File: config.mk
export PLATFORM = sky130hd
export DESIGN_NAME = equiv_stim_sequencer
export DESIGN_NICKNAME = d
export VERILOG_FILES = /design/src/rtl/equiv_stim_sequencer.sv
export SDC_FILE = /design/constraint.sdc
export NUM_CORES = 1
export LEC_CHECK = 0
export BUFFER_PORTS_ARGS = -buffer_cell sky130_fd_sc_hd__buf_2
export CORE_UTILIZATION = 41
export CTS_CLUSTER_SIZE = 25
export DETAILED_ROUTE_END_ITERATION = 7
export PLACE_DENSITY = 0.7
export SLEW_MARGIN = 0
export SYNTH_ARGS = -nofsm -noshare
export SYNTH_HDL_FRONTEND = slang
export SYNTH_SLANG_ARGS = --single-unit
File: constraint.sdc
create_clock -name clk -period 2.9 [get_ports clk]
set_input_delay 0.29 -clock clk [delete_from_list [all_inputs] [get_ports clk]]
set_output_delay 0.29 -clock clk [all_outputs]
set_load 0.02 [all_outputs]
File: src/rtl/equiv_stim_sequencer.sv
// Stimulus and comparison sequencer for the dual-instance equivalence harness.
// Drives one 64-bit LFSR vector per cycle to both instances and scores their outputs LAT cycles later.
module equiv_stim_sequencer #(
    parameter int unsigned NUM_VECTORS = 1024,
    parameter int unsigned WARMUP      = 4,
    parameter int unsigned LAT         = 1,
    parameter logic [63:0] SEED        = 64'h1
) (
    input  logic        clk,
    input  logic        rst_n,
    input  logic        start,
    input  logic [63:0] seed_in,
    input  logic        stop_on_fail,
    input  logic [90:0] y_1,
    input  logic [90:0] y_2,
    output logic [10:0] wire0,
    output logic [12:0] wire1,
    output logic [19:0] wire2,
    output logic [19:0] wire3,
    output logic        busy,
    output logic        done,
    output logic        pass,
    output logic [15:0] mismatch_cnt,
    output logic        first_fail_valid,
    output logic [31:0] first_fail_idx,
    output logic [31:0] vec_idx
);

    typedef enum logic [2:0] {
        S_IDLE,
        S_WARMUP,
        S_RUN,
        S_DRAIN,
        S_DONE
    } state_t;

    // Galois taps for x^64+x^63+x^61+x^60+1, right-shifting form
    localparam logic [63:0] TAPS       = 64'hD800_0000_0000_0000;
    localparam logic [31:0] WARM_LAST  = (WARMUP == 0) ? 32'd0 : 32'(WARMUP - 1);
    localparam logic [31:0] RUN_LAST   = 32'(NUM_VECTORS - 1);
    localparam logic [31:0] DRAIN_LAST = 32'(LAT - 1);

    state_t      state;
    state_t      state_next;
    logic [31:0] cnt;
    logic [63:0] lfsr;
    logic [63:0] lfsr_step;
    logic        stop_run;
    logic        pipe_valid [LAT];
    logic [31:0] pipe_idx   [LAT];

    logic start_ok;
    logic advance;
    logic cmp_valid;
    logic miss;
    logic stop_now;

    always_comb begin
        start_ok  = (state == S_IDLE) && start;
        advance   = (state == S_WARMUP) || (state == S_RUN);
        busy      = (state == S_WARMUP) || (state == S_RUN) || (state == S_DRAIN);
        // Compares are gated by state so entries abandoned by an early stop never score
        cmp_valid = ((state == S_RUN) || (state == S_DRAIN)) && pipe_valid[LAT-1];
        miss      = cmp_valid && (y_1 != y_2);
        stop_now  = miss && stop_run;
        lfsr_step = lfsr[0] ? ((lfsr >> 1) ^ TAPS) : (lfsr >> 1);
    end

    always_ff @(posedge clk or negedge rst_n) begin
        if (!rst_n) begin
            state <= S_IDLE;
        end else begin
            state <= state_next;
        end
    end

    always_comb begin
        state_next = state;
        case (state)
            S_IDLE: begin
                if (start) begin
                    state_next = (WARMUP == 0) ? S_RUN : S_WARMUP;
                end
            end
            S_WARMUP: begin
                if (cnt == WARM_LAST) begin
                    state_next = S_RUN;
                end
            end
            S_RUN: begin
                if (stop_now) begin
                    state_next = S_DONE;
                end else if (cnt == RUN_LAST) begin
                    state_next = S_DRAIN;
                end
            end
            S_DRAIN: begin
                if (stop_now || (cnt == DRAIN_LAST)) begin
                    state_next = S_DONE;
                end
            end
            S_DONE: begin
                state_next = S_IDLE;
            end
            default: begin
                state_next = S_IDLE;
            end
        endcase
    end

    // One counter serves as warmup count, vector index and drain count
    always_ff @(posedge clk or negedge rst_n) begin
        if (!rst_n) begin
            cnt <= '0;
        end else if (start_ok || (state_next != state)) begin
            cnt <= '0;
        end else if (busy) begin
            cnt <= cnt + 32'd1;
        end
    end

    always_ff @(posedge clk or negedge rst_n) begin
        if (!rst_n) begin
            lfsr     <= SEED;
            stop_run <= 1'b0;
        end else if (start_ok) begin
            lfsr     <= (seed_in == '0) ? SEED : seed_in;
            stop_run <= stop_on_fail;
        end else if (advance) begin
            lfsr <= lfsr_step;
        end
    end

    always_ff @(posedge clk or negedge rst_n) begin
        if (!rst_n) begin
            for (int unsigned i = 0; i < LAT; i++) begin
                pipe_valid[i] <= 1'b0;
                pipe_idx[i]   <= '0;
            end
        end else if (start_ok) begin
            for (int unsigned i = 0; i < LAT; i++) begin
                pipe_valid[i] <= 1'b0;
            end
        end else begin
            pipe_valid[0] <= (state == S_RUN);
            pipe_idx[0]   <= cnt;
            for (int unsigned i = 1; i < LAT; i++) begin
                pipe_valid[i] <= pipe_valid[i-1];
                pipe_idx[i]   <= pipe_idx[i-1];
            end
        end
    end

    always_ff @(posedge clk or negedge rst_n) begin
        if (!rst_n) begin
            wire0   <= SEED[10:0];
            wire1   <= SEED[23:11];
            wire2   <= SEED[43:24];
            wire3   <= SEED[63:44];
            vec_idx <= '0;
        end else if (start_ok) begin
            vec_idx <= '0;
        end else if (advance) begin
            wire0 <= lfsr[10:0];
            wire1 <= lfsr[23:11];
            wire2 <= lfsr[43:24];
            wire3 <= lfsr[63:44];
            if (state == S_RUN) begin
                vec_idx <= cnt;
            end
        end
    end

    always_ff @(posedge clk or negedge rst_n) begin
        if (!rst_n) begin
            mismatch_cnt     <= '0;
            first_fail_valid <= 1'b0;
            first_fail_idx   <= '0;
        end else if (start_ok) begin
            mismatch_cnt     <= '0;
            first_fail_valid <= 1'b0;
            first_fail_idx   <= '0;
        end else if (miss) begin
            if (mismatch_cnt != '1) begin
                mismatch_cnt <= mismatch_cnt + 16'd1;
            end
            if (!first_fail_valid) begin
                first_fail_valid <= 1'b1;
                first_fail_idx   <= pipe_idx[LAT-1];
            end
        end
    end

    always_ff @(posedge clk or negedge rst_n) begin
        if (!rst_n) begin
            done <= 1'b0;
            pass <= 1'b0;
        end else begin
            done <= (state == S_DONE);
            if (start_ok) begin
                pass <= 1'b0;
            end else if (state == S_DONE) begin
                pass <= (mismatch_cnt == '0);
            end
        end
    end

endmodule

## Yosys cells after proc, flatten, opt, wreduce, memory -nomap -nowiden

Cells that the tools add are included.

| storage, ports and cells | value |
|---|---|
| output and inout bits | 148 |
| input port bits | 250 |
| logic and storage cells | 79 |
| flip-flop bits (word level) | 280 |

| operators by class | value |
|---|---|
| muxes and demuxes | 26 |
| bitwise operators | 2 |
| eq/ne operators | 10 |
| add/subtract/negate cells | 2 |
| reductions and logical operators | 23 |

Operator list:

| operator | count |
|---|---|
| 32-bit 2-to-1 mux | 8 |
| 64-bit 2-to-1 mux | 4 |
| 91-bit != test | 1 |
| 64-bit logical NOT | 1 |
| 16-bit 2-to-1 mux | 3 |
| 32-bit by 1-bit adder with 32-bit output, second input constant | 1 |
| 32-bit by 10-bit == test with 1-bit output, second input constant | 1 |
| 32-bit by 2-bit == test with 1-bit output, second input constant | 1 |
| 32-bit logical NOT | 1 |
| 16-bit by 1-bit adder with 16-bit output, second input constant | 1 |
| 16-bit logical NOT | 1 |
| 16-bit != test, second input constant | 1 |
| 3-bit 2-to-1 mux | 5 |
| 3-bit one-hot mux with 4 select lines | 1 |
| 2-bit nonzero test | 6 |
| 2-bit AND reduction | 4 |
| 3-bit by 2-bit == test with 1-bit output, second input constant | 2 |
| 1-bit logical OR | 5 |
| 1-bit 2-to-1 mux | 5 |
| 1-bit logical AND | 4 |
| 3-bit NOT with 4-bit output | 1 |
| 3-bit by 1-bit == test with 1-bit output, second input constant | 1 |
| 3-bit == test, second input constant | 1 |
| 3-bit logical NOT | 1 |
| 3 further kinds | 3 |

## Logic depth before layout (Yosys ltp)

Gate-level depths: netlist of the first run.

| logic depth | value |
|---|---|
| depth after elaboration | 11 |
| depth in mapped cells | 9 |
| gate-level depth less buffers | 8 |

## Worst setup path after synthesis of the first run

Ideal clock, no wire load.

| path | value |
|---|---|
| kind | flip-flop to flip-flop |
| start | register cnt[16] |
| end | register cnt[10] |
| required time | 2.752 ns |
| setup time | 0.148 ns |
| path slack | 0.726 ns |
| arrival time | 2.026 ns |
| period minus slack after synthesis | 2.174 ns |
| cell stages (with the launch flop) | 9 |
| cell sequence | dfrtp_1 > or4_4 > nor4b_2 > nand3_1 > nor2_2 > a21oi_2 > a21oi_4 > buf_12 > nor4_2 |

| between the ends | value |
|---|---|
| longest elaborated chain between the ends | 7 |
| elaborated cells between the ends (all ways) | 13 |
| classes of those cells | 3 x eq/ne; 6 x mux; 4 x reduce/logical |

RTL lines:

| element | RTL line | text |
|---|---|---|
| start: declaration | 45 | `logic [31:0] cnt;` |
| start signal: assignment | 118 | `cnt <= cnt + 32'd1;` |
| 32-bit by 10-bit == test with 1-bit output / 32-bit logical NOT (equally long branches) | 93, 98 |  |
| 3-bit 2-to-1 mux / 1-bit logical OR (equally long branches) | 93, 98 |  |
| 3-bit 2-to-1 mux (on tied branches) | 91, 98 |  |
| 3-bit one-hot mux with 4 select lines * | 79 | `case (state)` |
| 3-bit != test * | 115 | `end else if (start_ok \|\| (state_next != state)) begin` |
| 1-bit logical OR * | 115 |  |
| 32-bit 2-to-1 mux / 2-bit nonzero test (equally long branches) | -- |  |

Mark *: on every way between the ends. The rest lies on a longest branch, timed or not.
A chain may end at the register's enable or synchronous reset.

## Worst setup path after layout of the first run

| path | value |
|---|---|
| start | input seed_in[21] |
| end | register lfsr[7] |

| between the ends | value |
|---|---|
| longest elaborated chain between the ends | 3 |

RTL lines:

| element | RTL line | text |
|---|---|---|
| start: declaration | 12 | `input logic [63:0] seed_in,` |
| 64-bit logical NOT | 127 | `lfsr <= (seed_in == '0) ? SEED : seed_in;` |
| 64-bit 2-to-1 mux | 127 |  |
| 64-bit 2-to-1 mux | 126 | `end else if (start_ok) begin` |
| end signal: assignment | 127 |  |
| end signal: assignment | 130 | `lfsr <= lfsr_step;` |
| end: declaration | 46 | `logic [63:0] lfsr;` |

Every way passes these cells.

==> qor.txt, run 1 <==
Area taken by multi-input logic gates -> 0.00578 mm^2
Number of fill cells -> 2,860
Root Buffer -> clkbuf_16
Final Total Pwr -> 9.15 mW
Post-CTS Setup Bufs -> 0
Seq cells post-synth -> 280
Initial antenna violation count -> 4
Synth Instances -> 1,434
Die area -> 0.0334 mm^2
Unrepaired setup endpoints after global routing -> no
Yosys cell types -> 58
FF+latch area -> 0.00701 mm^2
Post-Syn Area -> 0.0134 mm^2
Period minus WS final -> 2440 ps
Detailed placement HPWL -> 28,900 um
DRC -> 0
Worst Path Class, Setup -> in -> reg
DR vias -> 12.0k
Critical path required time -> 3330 ps
RR Endpoint -> cnt[23]
Pwr/cell area -> 527 mW/mm^2
Largest net degree at the start of global routing -> 114
Count of max-cap constraint violations -> 0
Crit path to -> lfsr[7]
Hold-fix buffers, CTS -> 38
Worst slew pin tran -> 1080 ps
Seq/Total Area, Yosys -> 52.4%
Worst reg-to-reg path cell count -> 8
Hold Crit Class -> in -> reg
Maximum VDD drop -> 435 uV
Clock Sinks -> 280
CTS Buffer Depth -> 3
Routed len/inst -> 17.7 um
Status -> finished clean
DIE WIDTH -> 183 um
Sw power -> 2.09 mW
Critical Path Start -> seed_in[21]
Skew final -> 15.5 ps
Synth Area per Inst -> 9.33 um^2
Most common cell after layout, fill and taps aside -> buf_2
Number of vias per cell -> 5.22
Vias in the first global route -> 12.0k
Clk pwr share -> 46.9%
Setup Viol. Count Final -> 0
I/O Pins -> 398
Initial Util -> 42.1%
FMAX -> 0.410 GHz
P&R area growth vs syn -> 29.7%
H-Tree Depth -> 1
Final setup TNS -> 0 ps
Flop2flop setup slack -> 480 ps
Syn_nets -> 1,688
First-pass GRT wire length -> 65,000 um
Register share of total power -> 45.4%
Top post-synthesis cells by area -> dfrtp_1, nand2_1, xnor2_1, o21ai_0, a21oi_1
Fin nets -> 2,095
Leading area contributor after synthesis -> dfrtp_1
Fin Hold WS -> 20.6 ps
Share of layout cells above drive strength 1 -> 28.3%
Rel. slew slack -> 28.2%
Type of origin of the critical path -> input port
Synth Flop Type -> dfrtp_1
Slew Viols, Final -> 0
First DRT Iteration DRCs -> 967
Core Footprint -> 0.0318 mm^2
Combinational share of power -> 7.7%
CTS tree -> built
Top cell type's share of synthesized area -> 52.0%
Clock Latency Late Sink -> 550 ps
Number of synthesized flops with an enable pin -> 0
Ys Warns -> 0
CTS buffer count -> 31
Fin crit share -> 84.1%
Port Buffers -> 397
Clk pin slew, worst setup/hold paths -> 60 ps
Pre-Repair DR Iteration Count -> 5
Sw frac -> 22.8%
R2r startpoint -> cnt[28]
Internal power -> 7.06 mW
Asr flop ratio synth -> 100%
GRT Residual Overflow -> 0
Final hold violations -> 0
All-Layer GR Usage -> 24.5%
CP Max Fanout -> 44
Setup crit end kind -> register
Crit path DAT -> 2870 ps
Die H -> 183 um
Leak -> 8.66 nW
Row cnt -> 65
PostCTS Resize Cnt -> 0
Final Routed Wirelength -> 40,800 um
Routed Antenna Nets -> 0
Commonest non-fill, non-tap cells in the layout -> buf_2, nand2_1, dfrtp_1, xnor2_1, o21ai_0
Placer Congestion -> 0.977
worst min-delay path by stage:
| stage | startpoint | to | depth (start not counted) |
|---|---|---|---|
| after floorplan | rst_n | cnt[0] | 0 |
| after global placement | rst_n | first_fail_idx[6] | 1 |
| after detailed placement | rst_n | first_fail_idx[6] | 1 |
| after CTS | seed_in[61] | lfsr[61] | 3 |
| after global routing | seed_in[7] | lfsr[7] | 3 |
| final | seed_in[61] | lfsr[61] | 3 |
state kept, by name (all words and copies together), names as in the netlist, 3 cells and up:
name and flops:
cnt 32, first_fail_idx 32, lfsr 64, mismatch_cnt 16, pipe_idx 32, state 3
vec_idx 32, wire0 11, wire1 13, wire2 20, wire3 20
routing by layer:
metal | wire length [um] | track usage (%) | vias to the layer above
met1 | 18000 | 34.7 | 5804
met3 | 3550 | 6.33 | 78
met4 | 853 | 5.58 | 8
met2 | 18300 | 37.6 | 509
met5 | 107 | 1.63 | -
li1 | - | - | 5620
synth_stat cells, drive strengths merged (5+ instances only):
master and count:
a21oi 81, a222oi 14, and3 6, and4 6, buf 25, clkbuf 59, dfrtp 278, inv 61
mux2i 34, nand2 386, nand3 16, nand4 39, nor2 79, nor3 32, nor4 40, o211ai 9
o21ai 83, o22ai 12, or3 6, or4 5, xnor2 97, xor2 29
critical path, stage by stage:
cell	delay (ps)
dlygate4sd3_1	560
buf_2	140
nor4_1	480
nand4_1	260
nor4_1	280
buf_4	180
nor2_4	160
a222oi_1	430
inv_1	80
area by class of cell:
type	instances	share of cell area [%]
clock inverters	11	1.26
repair buffers	458	15.3
multi-input cells	1009	33.3
well taps	435	3.14
inverters	61	1.32
diodes	2	0.0288
clock buffers	45	5.24
flip-flops and latches	280	40.4
cell families (layout without fill, tap and decap cells):
logic type / after synthesis / count (layout) / synth area share (%)
AOI/OAI and AO/OA: 214 / 214 / 9.41
xor gates and xnor gates: 126 / 126 / 8.25
adders and majority gates: 4 / 4 / 0.374
buffers and inverters: 145 / 575 / 4.68
DFF: 280 / 280 / 52.4
muxes: 34 / 34 / 2.54
other: 0 / 2 / 0
and+or+nand+nor: 631 / 631 / 22.4
power groups by stage:
stage	registers (mW)	logic, mW	clock network, mW
2_1_floorplan	4.15	0.327	0
4_1_cts	4.15	0.709	4.36
3_5_place_dp	4.22	0.664	0
3_3_place_gp	4.21	0.652	0
6_report	4.15	0.705	4.29
5_1_grt	4.17	0.779	4.52
through the flow:
| stage | cells | utilization [%] | worst slack (ps) | instance area [um^2] |
|---|---|---|---|---|
| after floorplan | 1434 | - | 726 | 13400 |
| after global placement | 2205 | 49.8 | 361 | 15800 |
| after detailed placement | 2205 | 49.8 | 317 | 15800 |
| after CTS | 2299 | 54.5 | 482 | 17300 |
| after global routing | 2299 | 54.5 | 314 | 17300 |
| final | 2301 | 54.6 | 462 | 17300 |
Note: power is estimated with default switching activity, not from simulation.
==> run 2: changes to the inputs <==
--- a/config.mk
+++ b/config.mk
@@ -5,11 +5,12 @@
 export SDC_FILE = /design/constraint.sdc
 export NUM_CORES = 1
 export LEC_CHECK = 0
+export ABC_AREA = 1
 export BUFFER_PORTS_ARGS = -buffer_cell sky130_fd_sc_hd__buf_2
 export CORE_UTILIZATION = 41
 export CTS_CLUSTER_SIZE = 25
 export DETAILED_ROUTE_END_ITERATION = 7
-export PLACE_DENSITY = 0.7
+export PLACE_DENSITY = 0.72
 export SLEW_MARGIN = 0
 export SYNTH_ARGS = -nofsm -noshare
 export SYNTH_HDL_FRONTEND = slang
==> constraint.sdc (replaced) <==
create_clock -name clk -period 2.1 [get_ports clk]
set_input_delay 0.21 -clock clk [delete_from_list [all_inputs] [get_ports clk]]
set_output_delay 0.21 -clock clk [all_outputs]
set_load 0.02 [all_outputs]
==> run 2 against run 1 <==
The flow now finishes with violations (negative setup slack). Clock skew is 7.0 ps lower. Clock power is 27% higher. Global-route usage is 0.91 points higher. Hold slack worse by 1.9 ps. Critical endpoint is now cnt[1].
==> qor.txt, run 2 <==
Asr flop ratio synth -> 100%
Proportion of synthesized area in mux cells -> 0%
Number of fill cells -> 3,041
Commonest cells in the synthesized netlist -> nand2_1, dfrtp_1, nor2_1
Critical path required time -> 2520 ps
Largest net degree at the start of global routing -> 74
Maximum VDD drop -> 605 uV
Leak -> 10.1 nW
Port Buffers -> 397
DRC -> 0
Root Buffer -> clkbuf_16
Number of vias per cell -> 5.04
DR vias -> 14.2k
Ys Warns -> 0
Die area -> 0.0350 mm^2
Largest register FFs -> 64
Most common cell after layout, fill and taps aside -> nand2_1
Type of origin of the critical path -> register
Top post-synthesis cells by area -> dfrtp_1, nand2_1, nor2_1, nand3_1, inv_1
Initial antenna violation count -> 2
P&R area growth vs syn -> 34.9%
Vias in the first global route -> 13.3k
I/O Pins -> 398
Area taken by multi-input logic gates -> 0.00622 mm^2
Synth Area per Inst -> 7.63 um^2
Top reg by flops -> lfsr
Detailed placement HPWL -> 33,700 um
Unrepaired setup endpoints after global routing -> yes
Setup Viol. Count Final -> 27
Syn_nets -> 2,096
CTS buffer count -> 29
Initial Util -> 41.8%
Final Total Pwr -> 11.6 mW
FMAX -> 0.465 GHz
Synth Flop Type -> dfrtp_1
Commonest non-fill, non-tap cells in the layout -> nand2_1, buf_2, dfrtp_1, nor2_1, inv_1
Most frequent cell after synthesis -> nand2_1
Leading area contributor after synthesis -> dfrtp_1
Clock Latency Late Sink -> 540 ps
CTS tree -> built
Fin crit share -> 102%
Xor-xnor portion of the synthesized cell area -> 3.37%
Top cell type's share of synthesized area -> 49.5%
Failing checks -> negative setup slack
Final worst slack -> -48.7 ps
Seq/Total Area, Yosys -> 49.9%
Placed Cells -> 2,693
Placer Congestion -> 1.01
Final hold violations -> 0
First DRT Iteration DRCs -> 1,049
DIE WIDTH -> 187 um
Core Footprint -> 0.0336 mm^2
Util after Layout -> 56.4%
Period minus WS final -> 2150 ps
FF+latch area -> 0.00701 mm^2
Count of max-cap constraint violations -> 0
Pwr/cell area -> 612 mW/mm^2
H-Tree Depth -> 1
Routed len/inst -> 16.5 um
Routed Antenna Nets -> 0
GRT Residual Overflow -> 0
Rel. slew slack -> 64.9%
Yosys cell types -> 44
Fin nets -> 2,593
Post-place setup slack -> -85.6 ps
Worst slew pin tran -> 521 ps
Synth Area in Simple Gates -> 31.5%
Skew final -> 8.51 ps
Compound-Gate Fraction of Synth Area -> 7.13%
Die H -> 187 um
Hold Crit Class -> in -> reg
Seq cells post-synth -> 280
Slew Viols, Final -> 0
Post-Syn Area -> 0.0140 mm^2
CP Max Fanout -> 8
Setup crit end kind -> register
Number of synthesized flops with an enable pin -> 0
Synth Area in Adders -> 0.356%
Largest family of logic cells by synthesized area -> simple AND/OR/NAND/NOR gates
Synth Instances -> 1,842
Fin Hold WS -> 18.7 ps
Row cnt -> 67
CTS Buffer Depth -> 3
Non-Filler Instances -> 2,811
Final Routed Wirelength -> 46,300 um
Clock Sinks -> 280
First-pass GRT wire length -> 71,600 um
Clk pin slew, worst setup/hold paths -> 60 ps
Worst Path Class, Setup -> reg -> reg
Share of layout cells above drive strength 1 -> 26.7%
Status -> complete, but fails checks
All-Layer GR Usage -> 25.4%
Crit path DAT -> 2570 ps
Pre-Repair DR Iteration Count -> 7
## run 2: cell types whose count changed after synthesis, sizes merged, moves of 14 or more
cell and delta:
inv +133, o31ai +26, mux2i -34, nand2 +219
nand3 +136, xnor2 -83, nor2 +155, nand4 -22
a21oi -71, a222oi -14, nor4 -16
## run 2: area by class of cell
cell class                 instances  area share (%)
clock inverter                    13           0.931
multi-input combinational       1289            32.8
tap                              448            2.96
inverter                         195            3.90
antenna                            2          0.0264
sequential                       280            37.0
timing repair buffer             544            17.9
clock buffer                      40            4.47
## run 2: final timing paths
check,start,endpoint,slack [ps],cells after the start
max reg2reg,cnt[23],cnt[1],-50,12
min,seed_in[21],lfsr[21],20,5
min reg2reg,wire1[1],wire1[1],470,2
max,cnt[23],cnt[1],-50,12
min in group asynchronous,rst_n,wire0[9],180,2
max in group asynchronous,rst_n,lfsr[35],1130,3
## run 2: through the flow
step / cell area (um^2) / TNS (ps)
after floorplan: 14000 / 0
after global placement: 17000 / -840
after detailed placement: 17000 / -1770
after CTS: 18500 / 0
after global routing: 18900 / -3340
final: 19000 / -596
## run 2: per-layer routing
layer | share of wire [%] | GRT usage, %
met4 | 2.4 | 5.36
met2 | 48 | 42.7
met1 | 43 | 34.4
met5 | 0.028 | 0
met3 | 7.1 | 4.56
## run 2: repair_timing
item / 4_1_cts / 5_1_grt
buffers inserted: 0 / 12
hold buffers: 48 / 0
endpoints found under the setup margin: 0 / 51
gates resized for setup: 0 / 73
endpoints found under the hold margin: 136 / 0
## run 2: report_power, final
group	leakage [nW]	switching, mW	internal [mW]
clock network	0.499	2.14	3.30
registers	3.51	0	5.39
logic	6.10	0.421	0.352
## run 2: cell families after synthesis
kind of cell,after synthesis
XOR/XNOR,54
buffers and inverters,273
AO/OA/AOI/OAI,168
adder cells (fa/ha/maj),4
flip-flops,280
AND/OR/NAND/NOR,1063
## run 2: critical path, cell delays in order (launching register included)
cell	delay [ps]
dfrtp_1	380
or2_4	260
nor4_4	300
nand3_2	120
o21bai_1	160
nand2_1	120
nand2_2	120
nand2_2	70
nand2_2	60
nand2_2	70
nand2_4	130
clkbuf_16	200
nor2_2	40
